$ cat config.mk
export PLATFORM = sky130hd
export DESIGN_NAME = dds_sweep_ctrl
export DESIGN_NICKNAME = d
export VERILOG_FILES = /design/src/rtl/dds_sweep_ctrl.sv
export SDC_FILE = /design/constraint.sdc
export NUM_CORES = 1
export LEC_CHECK = 0
export CAP_MARGIN = 20
export CORE_MARGIN = 8
export CORE_UTILIZATION = 49
export DETAILED_ROUTE_END_ITERATION = 7
export PLACE_DENSITY = 0.79
export REMOVE_ABC_BUFFERS = 1
export SETUP_SLACK_MARGIN = 0.02
export SYNTH_ARGS = -nofsm -noshare
export SYNTH_HDL_FRONTEND = slang
export SYNTH_SLANG_ARGS = --single-unit
$ cat constraint.sdc
create_clock -name clock -period 5.1 [get_ports clock]
set_input_delay 0.51 -clock clock [delete_from_list [all_inputs] [get_ports clock]]
set_output_delay 0.51 -clock clock [all_outputs]
set_load 0.05 [all_outputs]
$ cat src/rtl/dds_sweep_ctrl.sv
// dds_sweep_ctrl -- frequency-sweep sequencer for the phase-accumulator DDS.
//
// This block is the only writer of the DDS tuning word. A start strobe
// captures the whole configuration into shadow registers. The block then
// loads the start word, steps it by +/- cfg_ftw_step cfg_steps times, and
// holds each point for cfg_dwell+1 cycles.
//
// Optional feature macro: DDS_SWEEP_LOOP_EN
//   When defined, the block adds the input cfg_loop. With cfg_loop=1 the
//   sweep restarts from the start word after the last point instead of
//   finishing. It keeps restarting until abort.
//
// Ports
//   clock, reset      rising-edge clock; asynchronous active-high reset
//   start             begin a sweep (sampled only while idle)
//   abort             end the sweep at the next edge, with no done pulse
//   cfg_ftw_start     first tuning word
//   cfg_ftw_step      step magnitude
//   cfg_down          0 = add the step, 1 = subtract the step
//   cfg_steps         number of increments (a sweep has cfg_steps+1 points)
//   cfg_dwell         extra hold cycles for each point
//   cfg_loop          (DDS_SWEEP_LOOP_EN only) repeat the sweep until abort
//   ftw               tuning word driven to the DDS
//   ftw_load          one-cycle strobe, high when ftw has just changed
//   phase_clr         one-cycle strobe that clears the DDS phase accumulator
//   busy              high while a sweep is in progress
//   done              one-cycle pulse when a sweep completes normally
//   step_idx          index of the point currently on ftw
module dds_sweep_ctrl #(
  parameter int FTW_W   = 32,
  parameter int CNT_W   = 16,
  parameter int DWELL_W = 16
) (
  input  logic               clock,
  input  logic               reset,
  input  logic               start,
  input  logic               abort,
  input  logic [FTW_W-1:0]   cfg_ftw_start,
  input  logic [FTW_W-1:0]   cfg_ftw_step,
  input  logic               cfg_down,
  input  logic [CNT_W-1:0]   cfg_steps,
  input  logic [DWELL_W-1:0] cfg_dwell,
`ifdef DDS_SWEEP_LOOP_EN
  input  logic               cfg_loop,
`endif
  output logic [FTW_W-1:0]   ftw,
  output logic               ftw_load,
  output logic               phase_clr,
  output logic               busy,
  output logic               done,
  output logic [CNT_W-1:0]   step_idx
);

  localparam logic [1:0] S_IDLE  = 2'd0;
  localparam logic [1:0] S_LOAD  = 2'd1;
  localparam logic [1:0] S_DWELL = 2'd2;
  localparam logic [1:0] S_DONE  = 2'd3;

  // Configuration captured at start. A running sweep never looks at the
  // live cfg_* inputs again.
  typedef struct packed {
    logic [FTW_W-1:0]   ftw_start;
    logic [FTW_W-1:0]   ftw_step;
    logic               down;
    logic [CNT_W-1:0]   steps;
    logic [DWELL_W-1:0] dwell;
    logic               loop;
  } sweep_cfg_t;

  logic [1:0]         state;
  sweep_cfg_t         cfg_sh;
  sweep_cfg_t         cfg_in;
  logic [DWELL_W-1:0] dwell_cnt;
  logic [FTW_W-1:0]   ftw_next;
  logic               last_pt;
  logic               dwell_end;

  always_comb begin
    cfg_in.ftw_start = cfg_ftw_start;
    cfg_in.ftw_step  = cfg_ftw_step;
    cfg_in.down      = cfg_down;
    cfg_in.steps     = cfg_steps;
    cfg_in.dwell     = cfg_dwell;
`ifdef DDS_SWEEP_LOOP_EN
    cfg_in.loop      = cfg_loop;
`else
    cfg_in.loop      = 1'b0;
`endif
  end

  // Modular add or subtract. A carry or borrow out of the top bit is
  // dropped on purpose, so the word wraps around the DDS frequency circle.
  assign ftw_next  = cfg_sh.down ? (ftw - cfg_sh.ftw_step) : (ftw + cfg_sh.ftw_step);
  assign dwell_end = (dwell_cnt == '0);
  assign last_pt   = (step_idx == cfg_sh.steps);

  always_ff @(posedge clock or posedge reset) begin
    if (reset) begin
      state     <= S_IDLE;
      cfg_sh    <= '0;
      dwell_cnt <= '0;
      ftw       <= '0;
      ftw_load  <= 1'b0;
      phase_clr <= 1'b0;
      busy      <= 1'b0;
      done      <= 1'b0;
      step_idx  <= '0;
    end else begin
      // The strobes default low. Only the edges listed below raise them.
      ftw_load  <= 1'b0;
      phase_clr <= 1'b0;
      done      <= 1'b0;
      case (state)
        S_IDLE: begin
          if (start) begin
            cfg_sh <= cfg_in;
            busy   <= 1'b1;
            state  <= S_LOAD;
          end
        end
        S_LOAD: begin
          if (abort) begin
            busy  <= 1'b0;
            state <= S_IDLE;
          end else begin
            ftw       <= cfg_sh.ftw_start;
            ftw_load  <= 1'b1;
            phase_clr <= 1'b1;
            step_idx  <= '0;
            dwell_cnt <= cfg_sh.dwell;
            state     <= S_DWELL;
          end
        end
        S_DWELL: begin
          // abort is tested first, so it beats a step that falls on the same edge.
          if (abort) begin
            busy  <= 1'b0;
            state <= S_IDLE;
          end else if (!dwell_end) begin
            dwell_cnt <= dwell_cnt - DWELL_W'(1);
          end else if (!last_pt) begin
            ftw       <= ftw_next;
            step_idx  <= step_idx + CNT_W'(1);
            ftw_load  <= 1'b1;
            dwell_cnt <= cfg_sh.dwell;
          end else if (cfg_sh.loop) begin
            // Loop mode: reload the start word. busy stays high.
            state <= S_LOAD;
          end else begin
            // busy falls on the same edge that raises done.
            done  <= 1'b1;
            busy  <= 1'b0;
            state <= S_DONE;
          end
        end
        S_DONE: begin
          // Sweep already finished. An abort here would also go to idle.
          state <= S_IDLE;
        end
        default: begin
          busy  <= 1'b0;
          state <= S_IDLE;
        end
      endcase
    end
  end

endmodule

# --- Yosys cells after proc, flatten, opt, wreduce, memory -nomap -nowiden ---
# Index checks and enable logic that the tools add are counted.
op_classes:
  addsub: 4
  eq_ne: 13
  mux: 38
  n_reduce_logical: 9
op_table:
  columns: ["operator", "n"]
  rows:
  - ["32-bit 2-to-1 mux", 5]
  - ["16-bit 2-to-1 mux", 8]
  - ["16-bit one-hot mux with 2 select lines", 2]
  - ["32-bit one-hot mux with 2 select lines", 1]
  - ["32-bit adder", 1]
  - ["32-bit subtractor", 1]
  - ["16-bit by 1-bit adder with 16-bit output (second input constant)", 1]
  - ["16-bit equality test", 1]
  - ["16-bit logical NOT", 1]
  - ["16-bit by 1-bit subtractor with 16-bit output (second input constant)", 1]
  - ["1-bit 2-to-1 mux", 14]
  - ["2-bit != test (second input constant)", 6]
  - ["2-bit 2-to-1 mux", 5]
  - ["5-bit AND reduction", 2]
  - ["3-bit != test (second input constant)", 3]
  - ["2-bit one-hot mux with 4 select lines", 1]
  - ["2-bit equality test (second input constant)", 2]
  - ["4-bit AND reduction", 1]
  - ["1-bit one-hot mux with 3 select lines", 1]
  - ["3-bit AND reduction", 1]
  - ["3-bit nonzero test", 1]
  - ["2-bit by 1-bit equality test with 1-bit output (second input constant)", 1]
  - ["2-bit logical NOT", 1]
  - ["1-bit one-hot mux with 2 select lines", 1]
  - ["2 further kinds", 2]
word_totals:
  regBits: 167
  in_bits: 101
  out_inout_bits: 52
  wordCells: 77

# --- Longest topological paths before layout ---
logic_depth:
  ltp_word: 6
  depth_mapped: 21
  ltp_nobuf: 20

# --- Least setup slack after synthesis ---
# Ideal clock, no wire load.
synth_timing:
  kind: "reg-to-reg"
  from: "register cfg_sh[36] (netlist bit)"
  to: "register ftw[28]"
  setup_ps: 83
  arrival_time_ps: 3959
  required_ps: 5017
  path_slack_ps: 1059
  stages_incl_launch_ff: 19
  path_buffers: 0
  period_less_slack_ps: 4041
  cell_sequence: "dfrtp_1 -> nor4_1 -> nor4b_1 -> a21o_1 -> o21ai_1 -> nor2_1 -> o21a_1 -> o21ai_0 -> xnor2_1 -> ha_1 -> nand4_1 -> nor3b_1 -> nand3_1 -> o32ai_1 -> o2bb2ai_1 -> o21ai_0 -> xnor2_1 -> mux2i_1 -> o21ai_0"
synth_via:
  elab_chain_len: 6
  word_cells_on_any_way: 7
  classes_between: "2 x add/sub; 5 x mux"
synth_lines:
  columns: ["element", "line", "rtl"]
  rows:
  - ["start, declared", "71", "sweep_cfg_t cfg_sh;"]
  - ["start signal, assigned", "116", "cfg_sh <= cfg_in;"]
  - ["32-bit adder / 32-bit subtractor (equally long branches)", "93", "assign ftw_next = cfg_sh.down ? (ftw - cfg_sh.ftw_step) : (ftw + cfg_sh.ftw_step);"]
  - ["32-bit 2-to-1 mux *", "93", null]
  - ["32-bit 2-to-1 mux *", "141", "end else if (!last_pt) begin"]
  - ["32-bit 2-to-1 mux *", "139", "end else if (!dwell_end) begin"]
  - ["32-bit 2-to-1 mux *", "136", "if (abort) begin"]
  - ["32-bit one-hot mux with 2 select lines *", "113", "case (state)"]
  - ["end signal, assigned", "126", "ftw <= cfg_sh.ftw_start;"]
  - ["end signal, assigned", "142", "ftw <= ftw_next;"]
  - ["end, declared", "46", "output logic [FTW_W-1:0] ftw,"]
# Mark *: on every way between the ends. The rest lies on a longest branch, timed or not. The select of a mux whose other input is x is not followed.
# A chain may end at the register's enable or synchronous reset.

# --- Worst setup path in the final report ---
# Same ends and word-level chain as after synthesis.

==> results.md <==
- Startpoint types: flop
- Routed Antenna Nets: 0
- Sequential fraction of the synthesis area: 0.4386
- CTS tree: done
- Worst vdd ir: 298.8 µV
- Sum Neg Setup Slack: 0 ns
- DR iter-0 viols: 395
- Clock slew at reported path FFs: 0.07 ns
- Nets: 1,233
- Die X: 155.4 µm
- CP endpoint: ftw[28]
- Clk buf depth: 2
- Worst setup path start: cfg_sh[36]
- Initial Util: 0.4944
- Unrepaired setup endpoints after global routing: false
- Post-Place Worst Slack: 0.2593 ns
- Worst Tran Pin Value: 0.9616 ns
- Area delta synth->final: 24.96%
- Register area: 4179 µm²
- Wire per inst: 17.27 µm
- Total clock buffers created by CTS: 17
- Average size of a mapped cell: 10.05 µm²
- WP data arrival: 4.93 ns
- Post-synth EDFFs: 0
- Root buf cell: clkbuf_16
- FF+latch count, synth: 167
- Setup CP Type: reg2reg
- Final hold vios: 0
- Met2 Usage GRT: 0.3357
- H-tree levels: 4
- IO Count: 153
- IO Port Bufs: 152
- Initial antenna violation count: 0
- Clock Latency Late Sink: 0.43 ns
- First-pass GRT wire length: 38.60 mm
- YS warnings: 0
- R2R Path Start: cfg_sh[36]
- Dpl hpwl: 17.51 mm
- Max transition margin: 0.3589
- Pre-antenna DRT Iters: 7
- Vias in the first global route: 7,646
- GRT met3 Usage: 0.04300
- Die area: 24,160 µm²
- DIE HEIGHT: 155.4 µm
- Vias/cell: 5.524
- Fmax: 217.5 MHz
- Fraction of layout cells with a size suffix above 1: 0.1359
- Max_cap viols: 0
- Placer Congestion: 0.8986
- Total gr overflow: 0
- Top FF cell, synth: dfrtp_1
- GRT busiest layer: met2
- Layout fillers: 1,622
- Multi-input logic area: 5134 µm²
- R2r setup slk: 0.50 ns
- Reg2reg end: ftw[28]
- Core area: 19,270 µm²
- Leak Pwr: 5.067 nW
- Clock Sinks: 167
- Crit share post-route: 0.9016
- Met1 usage: 0.2444
- Pin count of the biggest net entering global routing: 102
- Post-route minimum period: 4.598 ns
- Worst Skew: 0.009962 ns
- Post-CTS setup buffer count: 0
- Worst-path maximum fanout: 7
- Setup WS post-layout: 0.5019 ns
- Worst reg2reg path depth: 18
- Pwr dens: 786.8 nW/µm²
- Cell variety after synth: 57
- CP required: 5.44 ns
- ANT cells: 0
- Hold buffer count at CTS: 0
- Netlist Area Pre-Place: 9528 µm²
- Vias: 7,563
- DRC Markers: 0
- CP endpoint kind: flop
- GR Util All Layers: 0.1973
- Num rows: 51
- Ys async rst share: 1.000
- Final wirelength: 23.65 mm
- Cells after synthesis: 948
- Max Slew Vio Count: 0
- Min-delay worst type: reg2reg
- Setup violators final: 0
- Status: completed
## worst min path at each step
stage / from / endpoint / slack [ns] / depth (start not counted)
finish: cfg_sh[97] / cfg_sh[97] / 0.50 / 1
global route: cfg_sh[97] / cfg_sh[97] / 0.53 / 1
CTS: cfg_sh[97] / cfg_sh[97] / 0.50 / 1
detailed placement: cfg_sh[97] / cfg_sh[97] / 0.49 / 1
global placement: cfg_sh[1] / dwell_cnt[0] / 0.48 / 2
floorplan: cfg_sh[1] / dwell_cnt[0] / 0.46 / 2
## kinds of logic after synthesis
kind of cell             after synthesis  synth area share
adder cells (fa/ha/maj)               40           0.05332
multiplexers                         124            0.1430
flip-flops                           167            0.4386
buffers and inverters                 66           0.02600
XOR/XNOR                              87           0.07997
AO/OA/AOI/OAI                        217            0.1325
AND/OR/NAND/NOR                      247            0.1266
## critical path, stage by stage, from the launching register on
cell       delay, ns
dfrtp_1         0.46
nor4_2          0.39
nor4b_4         0.31
a21o_1          0.20
o21ai_1         0.14
nor2_1          0.23
o21a_1          0.22
o21ai_0         0.12
xnor2_1         0.14
ha_1            0.41
nand4_1         0.18
nor3b_1         0.30
nand3_1         0.11
o32ai_1         0.38
o2bb2ai_1       0.22
o21ai_0         0.27
xnor2_1         0.16
mux2i_1         0.09
o21ai_0         0.17
## where the power goes
group,switching [mW],internal (mW),total (mW)
clock,0.561,0.677,1.24
combinational,3.16,2.47,5.63
sequential,0.563,1.94,2.50
## timing repair
action,CTS,global route
setup endpoints to repair,0,5
hold endpoints to repair,0,0
gates resized for setup,0,3
## through the flow
stage	total power, mW	instances	cell area, µm²	hold WS [ns]	util
2_1_floorplan	6.691	911	9389	0.4610	-
5_1_grt	10.09	1369	11910	0.5252	0.6178
6_report	9.368	1369	11910	0.4990	0.6178
3_5_place_dp	8.080	1338	11330	0.4871	0.5881
4_1_cts	9.360	1369	11890	0.5026	0.6167
3_3_place_gp	7.964	1338	11330	0.4799	0.5881
## layout by cell type, fill, tap and decap left out, types with 4 or more instances in the layout
| cell | instances |
|---|---|
| xor2_1 | 36 |
| mux2_2 | 97 |
| ha_1 | 38 |
| a21oi_1 | 69 |
| clkdlybuf4s50_1 | 152 |
| nor3_1 | 24 |
| xnor2_1 | 51 |
| buf_4 | 10 |
| or3_1 | 6 |
| o22ai_1 | 4 |
| nand4_1 | 8 |
| o21ai_0 | 81 |
| clkbuf_16 | 17 |
| mux2i_1 | 27 |
| nand3_1 | 19 |
| inv_6 | 5 |
| a211oi_1 | 4 |
| and2_1 | 5 |
| a31oi_1 | 6 |
| nor2b_1 | 7 |
| o21a_1 | 6 |
| dfrtp_1 | 167 |
| nand2_1 | 69 |
| nor3b_1 | 7 |
| nor4_1 | 9 |
| nor2_1 | 67 |
| and3_1 | 8 |
| nand2b_1 | 5 |
| a21o_1 | 20 |
| inv_1 | 28 |
## routing by layer
metal	part of all wire	up-vias
li1	-	3659
met4	0.021	0
met1	0.43	3664
met2	0.50	202
met5	0	-
met3	0.050	38
## area by class of cell
class | count | area share
clock buffer | 18 | 0.03604
clock inverter | 13 | 0.01030
multi-input combinational | 715 | 0.4312
inverter | 29 | 0.009563
tap | 265 | 0.02785
timing repair buffer | 162 | 0.1341
sequential | 167 | 0.3510
## registers in the layout, indices dropped and copies added (netlist names)
name	count
dwell_cnt	16
phase_clr	1
ftw	32
done	1
busy	1
ftw_load	1
step_idx	16
state	2
cfg_sh	97
## cells in the mapped netlist (8+ instances only)
library cell,instances,area share
a21o_1,21,0.017
a21oi_1,69,0.036
and3_1,8,0.0053
buf_1,9,0.0035
clkbuf_1,28,0.011
dfrtp_1,167,0.44
ha_1,39,0.051
inv_1,29,0.011
mux2_2,97,0.11
mux2i_1,27,0.028
nand2_1,70,0.028
nand3_1,19,0.010
nand4_1,8,0.0053
nor2_1,67,0.026
nor3_1,24,0.013
nor4_1,10,0.0066
o21ai_0,81,0.043
xnor2_1,51,0.047
xor2_1,36,0.033
Note: power is estimated with default switching activity, not from simulation.
